[src/rtl/input_debouncer.sv]
// input_debouncer: per-channel synchroniser, stability counter,
// debounced level and registered rise/fall/any_change strobes.
module input_debouncer #(
  parameter int               WIDTH           = 5,
  parameter int               SYNC_STAGES     = 2,
  parameter int               DEBOUNCE_CYCLES = 16,
  parameter logic [WIDTH-1:0] RESET_VALUE     = '0
) (
  input  logic             clock,
  input  logic             reset_n,
  input  logic [WIDTH-1:0] raw_in,
  output logic [WIDTH-1:0] level,
  output logic [WIDTH-1:0] rise,
  output logic [WIDTH-1:0] fall,
  output logic             any_change
);

  localparam int CW_RAW = $clog2(DEBOUNCE_CYCLES + 1);
  localparam int CW     = (CW_RAW < 1) ? 1 : CW_RAW;
  localparam logic [CW-1:0] LAST = CW'(DEBOUNCE_CYCLES - 1);

  logic [SYNC_STAGES-1:0][WIDTH-1:0] sync_q;
  logic [WIDTH-1:0]                  s;
  logic [WIDTH-1:0][CW-1:0]          cnt_q;
  logic [WIDTH-1:0][CW-1:0]          cnt_d;
  logic [WIDTH-1:0]                  level_d;
  logic [WIDTH-1:0]                  rise_d;
  logic [WIDTH-1:0]                  fall_d;
  logic                              any_d;

  // Plain flop chain; stage 0 is the only one that sees raw_in.
  always_ff @(posedge clock or negedge reset_n) begin
    if (!reset_n) begin
      sync_q <= {SYNC_STAGES{RESET_VALUE}};
    end else begin
      sync_q <= {sync_q[SYNC_STAGES-2:0], raw_in};
    end
  end

  assign s = sync_q[SYNC_STAGES-1];

  always_comb begin
    cnt_d   = '0;
    level_d = level;
    rise_d  = '0;
    fall_d  = '0;
    for (int i = 0; i < WIDTH; i++) begin
      if (s[i] != level[i]) begin
        if (cnt_q[i] == LAST) begin
          level_d[i] = s[i];
          rise_d[i]  = s[i];
          fall_d[i]  = ~s[i];
        end else begin
          cnt_d[i] = cnt_q[i] + CW'(1);
        end
      end
    end
    any_d = |(rise_d | fall_d);
  end

  always_ff @(posedge clock or negedge reset_n) begin
    if (!reset_n) begin
      cnt_q      <= '0;
      level      <= RESET_VALUE;
      rise       <= '0;
      fall       <= '0;
      any_change <= 1'b0;
    end else begin
      cnt_q      <= cnt_d;
      level      <= level_d;
      rise       <= rise_d;
      fall       <= fall_d;
      any_change <= any_d;
    end
  end

endmodule

[config.mk]
export PLATFORM = sky130hd
export DESIGN_NAME = input_debouncer
export DESIGN_NICKNAME = d
export VERILOG_FILES = /design/src/rtl/input_debouncer.sv
export SDC_FILE = /design/constraint.sdc
export NUM_CORES = 1
export LEC_CHECK = 0
export ABC_AREA = 1
export CAP_MARGIN = 15
export CORE_MARGIN = 1.5
export CORE_UTILIZATION = 50
export DETAILED_ROUTE_END_ITERATION = 10
export PLACE_DENSITY = 0.84
export SETUP_SLACK_MARGIN = 0.5
export SYNTH_ARGS = -nofsm -noshare
export SYNTH_HDL_FRONTEND = slang
export SYNTH_SLANG_ARGS = --single-unit
[constraint.sdc]
create_clock -name clock -period 2.83 [get_ports clock]
set_clock_uncertainty 0.15 [all_clocks]
set_input_delay 0.4245 -clock clock [delete_from_list [all_inputs] [get_ports clock]]
set_output_delay 0.4245 -clock clock [all_outputs]
set_load 0.01 [all_outputs]
==> metrics.md <==
| Metric | Value |
|---|---|
| Outcome | `completed` |
| Setup TNS Final | `0 ns` |
| Top-level I/O count | `23` |
| Mapped Area | `0.00192 mm²` |
| Pleak | `1.14 nW` |
| RSZ-0062 raised after global routing | `no` |
| Initial DRC Count | `58` |
| Synth cell types | `15` |
| Top cell type's share of synthesized area | `0.666` |
| Horiz. Die Dim | `64.9 µm` |
| Hold Crit Start | `sync_q[1]` |
| CP startpoint | `level[4]` |
| Final worst setup slack | `between 0.9 and 1 ns` |
| Setup slack after placement | `approximately 1.3 ns` |
| Maxcap violations | `0` |
| GR Util met3 | `0.0365` |
| Worst r2r src | `cnt_q[10]` |
| Asr flop ratio synth | `1.00` |
| Slowest stage delay, CP | `roughly 0.56 ns` |
| Rows | `22` |
| GR peak layer | `met2` |
| Clk_lat worst skew | `~0.30 ns` |
| CTS Sinks | `around 50` |
| Fin. max-slew vios | `0` |
| P&R area growth vs syn | `20.2%` |
| Power Density | `536 mW/mm²` |
| TritonCTS clock tree | `yes` |
| Die footprint | `0.00421 mm²` |
| Critical path launch point type | `register` |
| DRT Wirelength | `2800 µm` |
| Setup Buffers After CTS | `0` |
| CP max stage cell | `clkdlybuf4s50_1` |
| Min Clock Period, post-route | `between 1.5 and 2 ns` |
| Worst path bufs/invs | `1` |
| Period Utilization, post-route | `0.657` |
| Total number of vias | `1,238` |
| Worst-Margin Slew | `0.530 ns` |
| Synth Register Bits | `51` |
| Area of the multi-input gates | `543 µm²` |
| Layout cells sized above 1 | `0.0783` |
| CTS buffer count | `5` |
| Final Hold Viols | `0` |
| Initial core utilization | `0.524` |
| Antenna diodes | `0` |
| Crit-path cells | `clkdlybuf4s50_1` |
| Syn nets | `between 150 and 200` |
| Ys Warns | `0` |
| Gpl congestion | `0.819` |
| H-tree depth | `2` |
| Fmax | `roughly 0.54 GHz` |
| Die Y | `64.9 µm` |
| Crit Path Category | `reg -> out` |
| DRT antenna net count | `0` |
| Initial antenna violation count | `0` |
| Dpl hpwl | `between 2000 and 2500 µm` |
| Maximum root-to-sink buffer count | `2` |
| Vias in the first global route | `1,205` |
| Largest net degree at the start of global routing | `26` |
| First-pass GRT wire length | `4910 µm` |
| Relative max-transition margin | `0.647` |
| Fillers | `296` |
| IR drop worst, VDD | `0.391 mV` |
| DRC violations left | `0` |
| Setup Viol. Count Final | `0` |
| Post-synth EDFFs | `0` |
| CP Capture Type | `output pin` |
| Main synth FF type | `dfrtp_1` |
| Cell taking the most area after synthesis | `dfrtp_1` |
| DR vias/cell | `approximately 4.7` |
| CP top delay family | `buffers and inverters` |
| Drt pass-1 iters | `4` |
| Hold crit path type | `reg -> reg` |
| Grt total ovfl | `0` |
| CP Data Required Time | `2.26 ns` |
| GRT Overall Usage | `0.161` |
| Clock-pin slew on the worst setup and hold paths | `0.08 ns` |
| Final Power | `1.23 mW` |
| Wire per inst | `10.6 µm` |
| Syn_area_per_cell | `10.4 µm²` |
| Worst EP arrival | `between 1 and 1.5 ns` |
| Sequential-to-total area share from yosys stat | `0.666` |
| Clock root cell | `clkbuf_8` |
| Core ar. | `0.00366 mm²` |
| FF/Latch Area | `0.00128 mm²` |
| Critical path peak fanout | `4` |
| GRT met1 Usage | `0.184` |
| Syn Inst Count | `185` |
| Final layout net count | `about 230` |
| Leading post-synthesis cells by cell area | `dfrtp_1 (67%), nor2_1 (7.6%), nand2_1 (4.7%)` |
| Global Route met2 Usage | `0.271` |
| Port Buffers | `22` |
==> synth_stat cells (2+ instances only) <==
| library cell | n |
|---|---|
| xor2_1 | 6 |
| dfrtp_1 | 51 |
| o21ai_1 | 2 |
| inv_1 | 23 |
| inv_2 | 3 |
| nand2_1 | 24 |
| o21ai_0 | 5 |
| nor3_1 | 6 |
| nor2_1 | 39 |
| nor2_2 | 4 |
| nand3_1 | 11 |
| ha_1 | 5 |
| xnor2_1 | 3 |
| nor3b_1 | 2 |
==> logic make-up after synthesis <==
| group | count (synthesis) | share of synthesized area |
|---|---|---|
| AND/OR/NAND/NOR | 86 | 0.189 |
| flip-flops | 51 | 0.666 |
| buffers and inverters | 26 | 0.0509 |
| XOR/XNOR | 9 | 0.0411 |
| AO/OA/AOI/OAI | 8 | 0.0209 |
| adder cells (fa/ha/maj) | 5 | 0.0326 |
==> stage by stage <==
| stage | std cells | instance area, µm² | hold WS [ns] | utilization |
|---|---|---|---|---|
| finish | 265 | 2300 | 0.201 | 0.630 |
| global placement | 257 | 2210 | 0.183 | 0.603 |
| global route | 265 | 2300 | 0.211 | 0.630 |
| floorplan | 185 | 1920 | -0.0211 | - |
| CTS | 265 | 2300 | 0.203 | 0.630 |
| detailed placement | 257 | 2210 | 0.185 | 0.603 |
==> cells in the final DEF, fill, tap and decap left out, drive strengths merged <==
cell	Yosys	layout
ha	5	5
xnor2	3	3
nand2	24	24
nor2	43	43
nor3b	2	2
inv	26	26
clkinv	0	1
clkdlybuf4s50	0	21
dfrtp	51	51
clkbuf	0	6
o21ai	7	7
dlygate4sd3	0	1
a21oi	1	1
nand3	11	11
buf	0	3
xor2	6	6
nor3	6	6
==> flip-flops by register name (all words and copies together) (netlist names) <==
signal	cells
s	5
any_change	1
rise	5
fall	5
level	5
sync_q	5
cnt_q	25
==> cell type report <==
class                      count  share of cell area
clock inverter                 1             0.00217
inverter                      26              0.0423
timing repair buffer          25               0.104
clock buffer                   6              0.0358
sequential                    51               0.554
tap                           48              0.0261
multi-input combinational    108               0.236
==> metal layers <==
layer  up-vias  share of wire
met3         4          0.036
met4         0          0.017
met1       577           0.44
li1        634              -
met2        23           0.51
met5         -              0
==> path summary, 6_finish.rpt <==
check,endpoint,slack (ns),depth (start not counted)
min in group asynchronous,cnt_q[7],0.49,2
worst max-delay path,level[4],0.97,1
worst min-delay path,s[1],0.20,0
max in group asynchronous,cnt_q[3],1.44,3
worst min register to register,s[1],0.20,0
worst max register to register,level[2],1.40,6
==> repair_timing <==
action | in CTS | in global routing
setup endpoints to repair | 0 | 0
endpoints found under the hold margin | 23 | 0
resized for setup | 0 | 0
hold buffers | 1 | 0
==> where the power goes <==
part | internal (mW) | switching (mW) | total (mW) | leakage [nW]
combinational | 0.0271 | 0.0379 | 0.0651 | 0.418
clock | 0.192 | 0.210 | 0.401 | 0.0470
sequential | 0.752 | 0.0162 | 0.768 | 0.677
total | 0.971 | 0.264 | 1.23 | 1.14
(Power assumes the default switching activity.)
==> RTL change 1, RTL diff (same flow settings) <==
The parameter `SYNC_STAGES` goes from 2 to 4.
--- a/src/rtl/input_debouncer.sv
+++ b/src/rtl/input_debouncer.sv
@@ -2,7 +2,7 @@
 // debounced level and registered rise/fall/any_change strobes.
 module input_debouncer #(
   parameter int               WIDTH           = 5,
-  parameter int               SYNC_STAGES     = 2,
+  parameter int               SYNC_STAGES     = 4,
   parameter int               DEBOUNCE_CYCLES = 16,
   parameter logic [WIDTH-1:0] RESET_VALUE     = '0
 ) (
Function: no difference found for any inputs over 10 cycles, from zero or initial values and one cycle with reset_n low; that may be too few to reach the edited logic, so the function may still have changed.
==> RTL change 1 against the unedited design <==
Worst setup slack gained 0.00058 ns. Die area rose by 12%. Final area is 15% higher. Non-clock buffer count is the same. Sequential cell count increased by 10. Via count rose by 6.7%. Power up 37%. Critical path type unchanged. Area after synthesis rose by 13%. Largest power group unchanged. Routed wire length grew 13%.
==> RTL change 1: results (changes against the unedited design) <==
* Outcome: completed (unchanged)
* Cts bufs inserted at 9 (was 5)
* Sequential cell area at 1530 um^2 (was 1280 um^2)
* Critical path's largest stage delay at 0.56 ns (about the same)
* Leak at 1.31 nW (was 1.14 nW)
* Worst-path clk slew at 0.06 ns (was 0.08 ns)
* Net Sw Power at 0.000351 W (was 0.000264 W)
* Post-DR wirelength/cell at 11.0 um (was 10.6 um)
* Top post-synthesis cells by area: dfrtp_1, nor2_1, nand2_1, inv_1, ha_1 (unchanged)
* Nets at 243 (was 229)
* DR iter-0 viols at 68 (was 58)
* Layout cell share with drive strength beyond 1 at 9.75% (was 7.83%)
* DR vias/cell at 4.62 (was 4.67)
* GRT met3 Usage at 5.84% (was 3.65%)
* H-tree levels at 3 (was 2)
* DP Area at 2460 um^2 (was 2210 um^2)
* Maximum vdd drop at 0.376 mV (was 0.391 mV)
* First-pass GRT wire length at 5380 um (was 4910 um)
* Final GP Congestion at 0.781 (was 0.819)
* Pin count of the biggest net entering global routing at 36 (was 26)
* Fillers at 321 (was 296)
* Sequential area share after synthesis at 70.4% (was 66.6%)
* Clk_lat worst skew at 0.32 ns (was 0.30 ns)
* GR Util met2 at 26.8% (was 27.1%)
* Syn_nets at 207 (was 197)
* Most frequent cells after synthesis: dfrtp_1, nor2_1, nand2_1 (unchanged)
RTL change 1: metrics by stage:
step                      std cells  setup WS [ns]  hold slack [ns]
after global placement          269           1.33            0.126
after CTS                       286          0.944            0.198
after floorplan                 195           1.57          -0.0211
after detailed placement        269           1.31            0.127
after global routing            286          0.908            0.208
final                           286          0.971            0.196
RTL change 1: final cells by class:
cell class	instances	area share (%)
clock buffer	16	7.15
inverter	26	3.67
multi-input combinational	108	20.4
sequential	61	57.4
tap	50	2.35
timing repair buffer	25	9.03
RTL change 1: power groups by stage:
stage / Sequential [W] / Combinational (W) / Clock [W]
final: 0.000923 / 0.0000689 / 0.000706
after global routing: 0.000925 / 0.0000808 / 0.000772
after CTS: 0.000923 / 0.0000711 / 0.000731
after detailed placement: 0.000939 / 0.0000699 / 0
after global placement: 0.000936 / 0.0000664 / 0
after floorplan: 0.000934 / 0.0000353 / 0
RTL change 1: metal layers:
metal,vias up,wire length (um)
met3,4,134
met1,615,1460
met4,0,33
li1,673,-
met2,29,1530
met5,-,0
RTL change 1: final timing paths:
path	startpoint	slack [ns]	cells after the start	end
setup / recovery	level[4]$_DFFE_PN0P_	0.97	1	level[4]
hold / removal	sync_q[11]$_DFF_PN0_	0.20	0	s[1]$_DFF_PN0_
min in group asynchronous	reset_n	0.32	2	rise[3]$_DFF_PN0_
setup reg to reg	cnt_q[5]$_DFF_PN0_	1.37	6	level[1]$_DFFE_PN0P_
max in group asynchronous	reset_n	1.54	3	cnt_q[18]$_DFF_PN0_
hold reg to reg	sync_q[11]$_DFF_PN0_	0.20	0	s[1]$_DFF_PN0_
RTL change 1: cells by family after synthesis:
logic type / synth area share, %
fa+ha+maj: 2.89
xor+xnor: 3.64
simple gates: 16.7
compound gates: 1.85
flops: 70.4
buf+inv: 4.50
RTL change 1: repair_timing:
item                      CTS  global route
hold endpoints to repair    7             0
buffers inserted            0             0
hold buffers                1             0
RTL change 1: worst reg2reg max path, stage by stage (launching register included):
cell     delay [ns]
dfrtp_1        0.37
ha_1           0.17
nand2_1        0.07
nor2_1         0.17
nand2_1        0.11
nor2_1         0.19
o21ai_1        0.10
==> RTL change 2, RTL diff (same flow settings) <==
Made on the original files. Reset style: synchronous (`reset_n`), changed in 2 clocked blocks.
--- a/src/rtl/input_debouncer.sv
+++ b/src/rtl/input_debouncer.sv
@@ -29,7 +29,7 @@
   logic                              any_d;
 
   // Plain flop chain; stage 0 is the only one that sees raw_in.
-  always_ff @(posedge clock or negedge reset_n) begin
+  always_ff @(posedge clock) begin
     if (!reset_n) begin
       sync_q <= {SYNC_STAGES{RESET_VALUE}};
     end else begin
@@ -58,7 +58,7 @@
     any_d = |(rise_d | fall_d);
   end
 
-  always_ff @(posedge clock or negedge reset_n) begin
+  always_ff @(posedge clock) begin
     if (!reset_n) begin
       cnt_q      <= '0;
       level      <= RESET_VALUE;
Check against the original RTL: same outputs for any inputs over 10 cycles, from zero or initial values and one cycle with reset_n low; that may be too few to reach the edited logic, so the function may still have changed.
==> RTL change 2 against the unedited design <==
Cell count increased by 9.8%. Routed wire length decreased by 2.4%. Worst setup slack got worse by 0.054 ns. Final area decreased by 3.7%. Sequential cell count unchanged. Global-route usage decreased by 0.91 points. First-iteration DRC count decreased by 8.6%. Area after synthesis decreased by 2.2%. Via count increased by 7.7%. Largest cell class unchanged.
Power is not compared: it rests on default switching activity, and its combinational part moved more than twofold at a synthesized area within 25%.
==> RTL change 2: results (changes against the unedited design) <==
* Commonest register cell after synthesis: dfxtp_1 (was dfrtp_1)
* Slew @ Worst Pin at 0.434 ns (was 0.530 ns)
* Critical path's largest stage delay at 0.59 ns (was 0.56 ns)
* CP Max Fanout at 6 (was 4)
* Met2 Wirelength at 1220 um (was 1430 um)
* Post-DP HPWL at 2010 um (was 2120 um)
* P&R area growth vs syn at 18.3% (was 20.2%)
* Final GP Congestion at 0.786 (was 0.819)
* Hold path startpoint: sync_q[2]$_SDFF_PN0_ (was sync_q[1]$_DFF_PN0_)
* First-pass GRT wire length at 4800 um (was 4910 um)
* Area occupied by multi-input gates at 702 um^2 (was 543 um^2)
* Pin count of the biggest net entering global routing at 16 (was 26)
* DP Area at 2150 um^2 (was 2210 um^2)
* Sequential cell area at 1020 um^2 (was 1280 um^2)
* Top post-synthesis cells by area: dfxtp_1, nor2_1, inv_1, ha_1, nand2_1 (was dfrtp_1, nor2_1, nand2_1, inv_1, ha_1)
* Critical Path AT at 1.34 ns (was 1.29 ns)
* GRT Total Usage at 15.2% (was 16.1%)
* DR iter-0 viols at 53 (was 58)
* GRT met3 Usage at 4.05% (was 3.65%)
* Syn_nets at 234 (was 197)
* FFs w/ async S/R, synth at 0% (was 100%)
* Layout cell share with drive strength beyond 1 at 5.76% (was 7.83%)
* Layout non-clock buf frac at 10.3% (was 10.4%)
* Most frequent cells after synthesis: dfxtp_1, nor2_1, inv_1 (was dfrtp_1, nor2_1, nand2_1)
* CP Launch Point: level[3]$_SDFFE_PN0P_ (was level[4]$_DFFE_PN0P_)
* Finished Layout Cells at 291 (was 265)
* Sequential area share after synthesis at 54.4% (was 66.6%)
* Syn Inst Count at 217 (was 185)
* GR Util met2 at 24.9% (was 27.1%)
* Launch point of the worst reg-to-reg path: cnt_q[5]$_SDFF_PP0_ (was cnt_q[10]$_DFF_PN0_)
* Outcome: completed (unchanged)
* Wl on met1 at 1310 um (was 1220 um)
* Placement Setup Slack at 1.04 ns (was 1.29 ns)
* Post-DR wirelength/cell at 9.38 um (was 10.6 um)
* Final clock-cell share at 3.27% (was 3.80%)
* Total power at approximately 0.0011 W
* Multi-input comb cells at 127 (was 108)
* Metal3 WL at 111 um (was 101 um)
* Yosys cell types at 17 (was 15)
* Signal buffers at 23 (was 25)
* CTS sink cnt at 51 (unchanged)
* Vias in the first global route at 1211 (was 1205)
* GR Layer Usage met1 at 17.2% (was 18.4%)
## RTL change 2: cell types whose count changed after synthesis, sizes merged, moves of 3 or more
cell and change:
a21oi +9, buf +3, dfrtp -51, dfxtp +51
ha +5, inv +10, nand2 +9, nand3 +3
nand4 +5, nor2 -6, nor3b +3, o21ai -6
xnor2 -3
## RTL change 2: cells by family after synthesis
kind of cell | Yosys count | share of synthesized area [%]
flip-flops | 51 | 54.4
buffers and inverters | 39 | 8.14
XOR/XNOR | 4 | 1.87
AND/OR/NAND/NOR | 102 | 26.0
adder cells (fa/ha/maj) | 10 | 6.67
AO/OA/AOI/OAI | 11 | 2.94
## RTL change 2: final timing paths
kind / end / slack [ns] / depth (start not counted)
worst min-delay path: s[2]$_SDFF_PN0_ / 0.27 / 2
worst max-delay path: level[3] / 0.92 / 1
worst min register to register: s[2]$_SDFF_PN0_ / 0.27 / 2
worst max register to register: any_change$_SDFF_PN0_ / 1.17 / 10
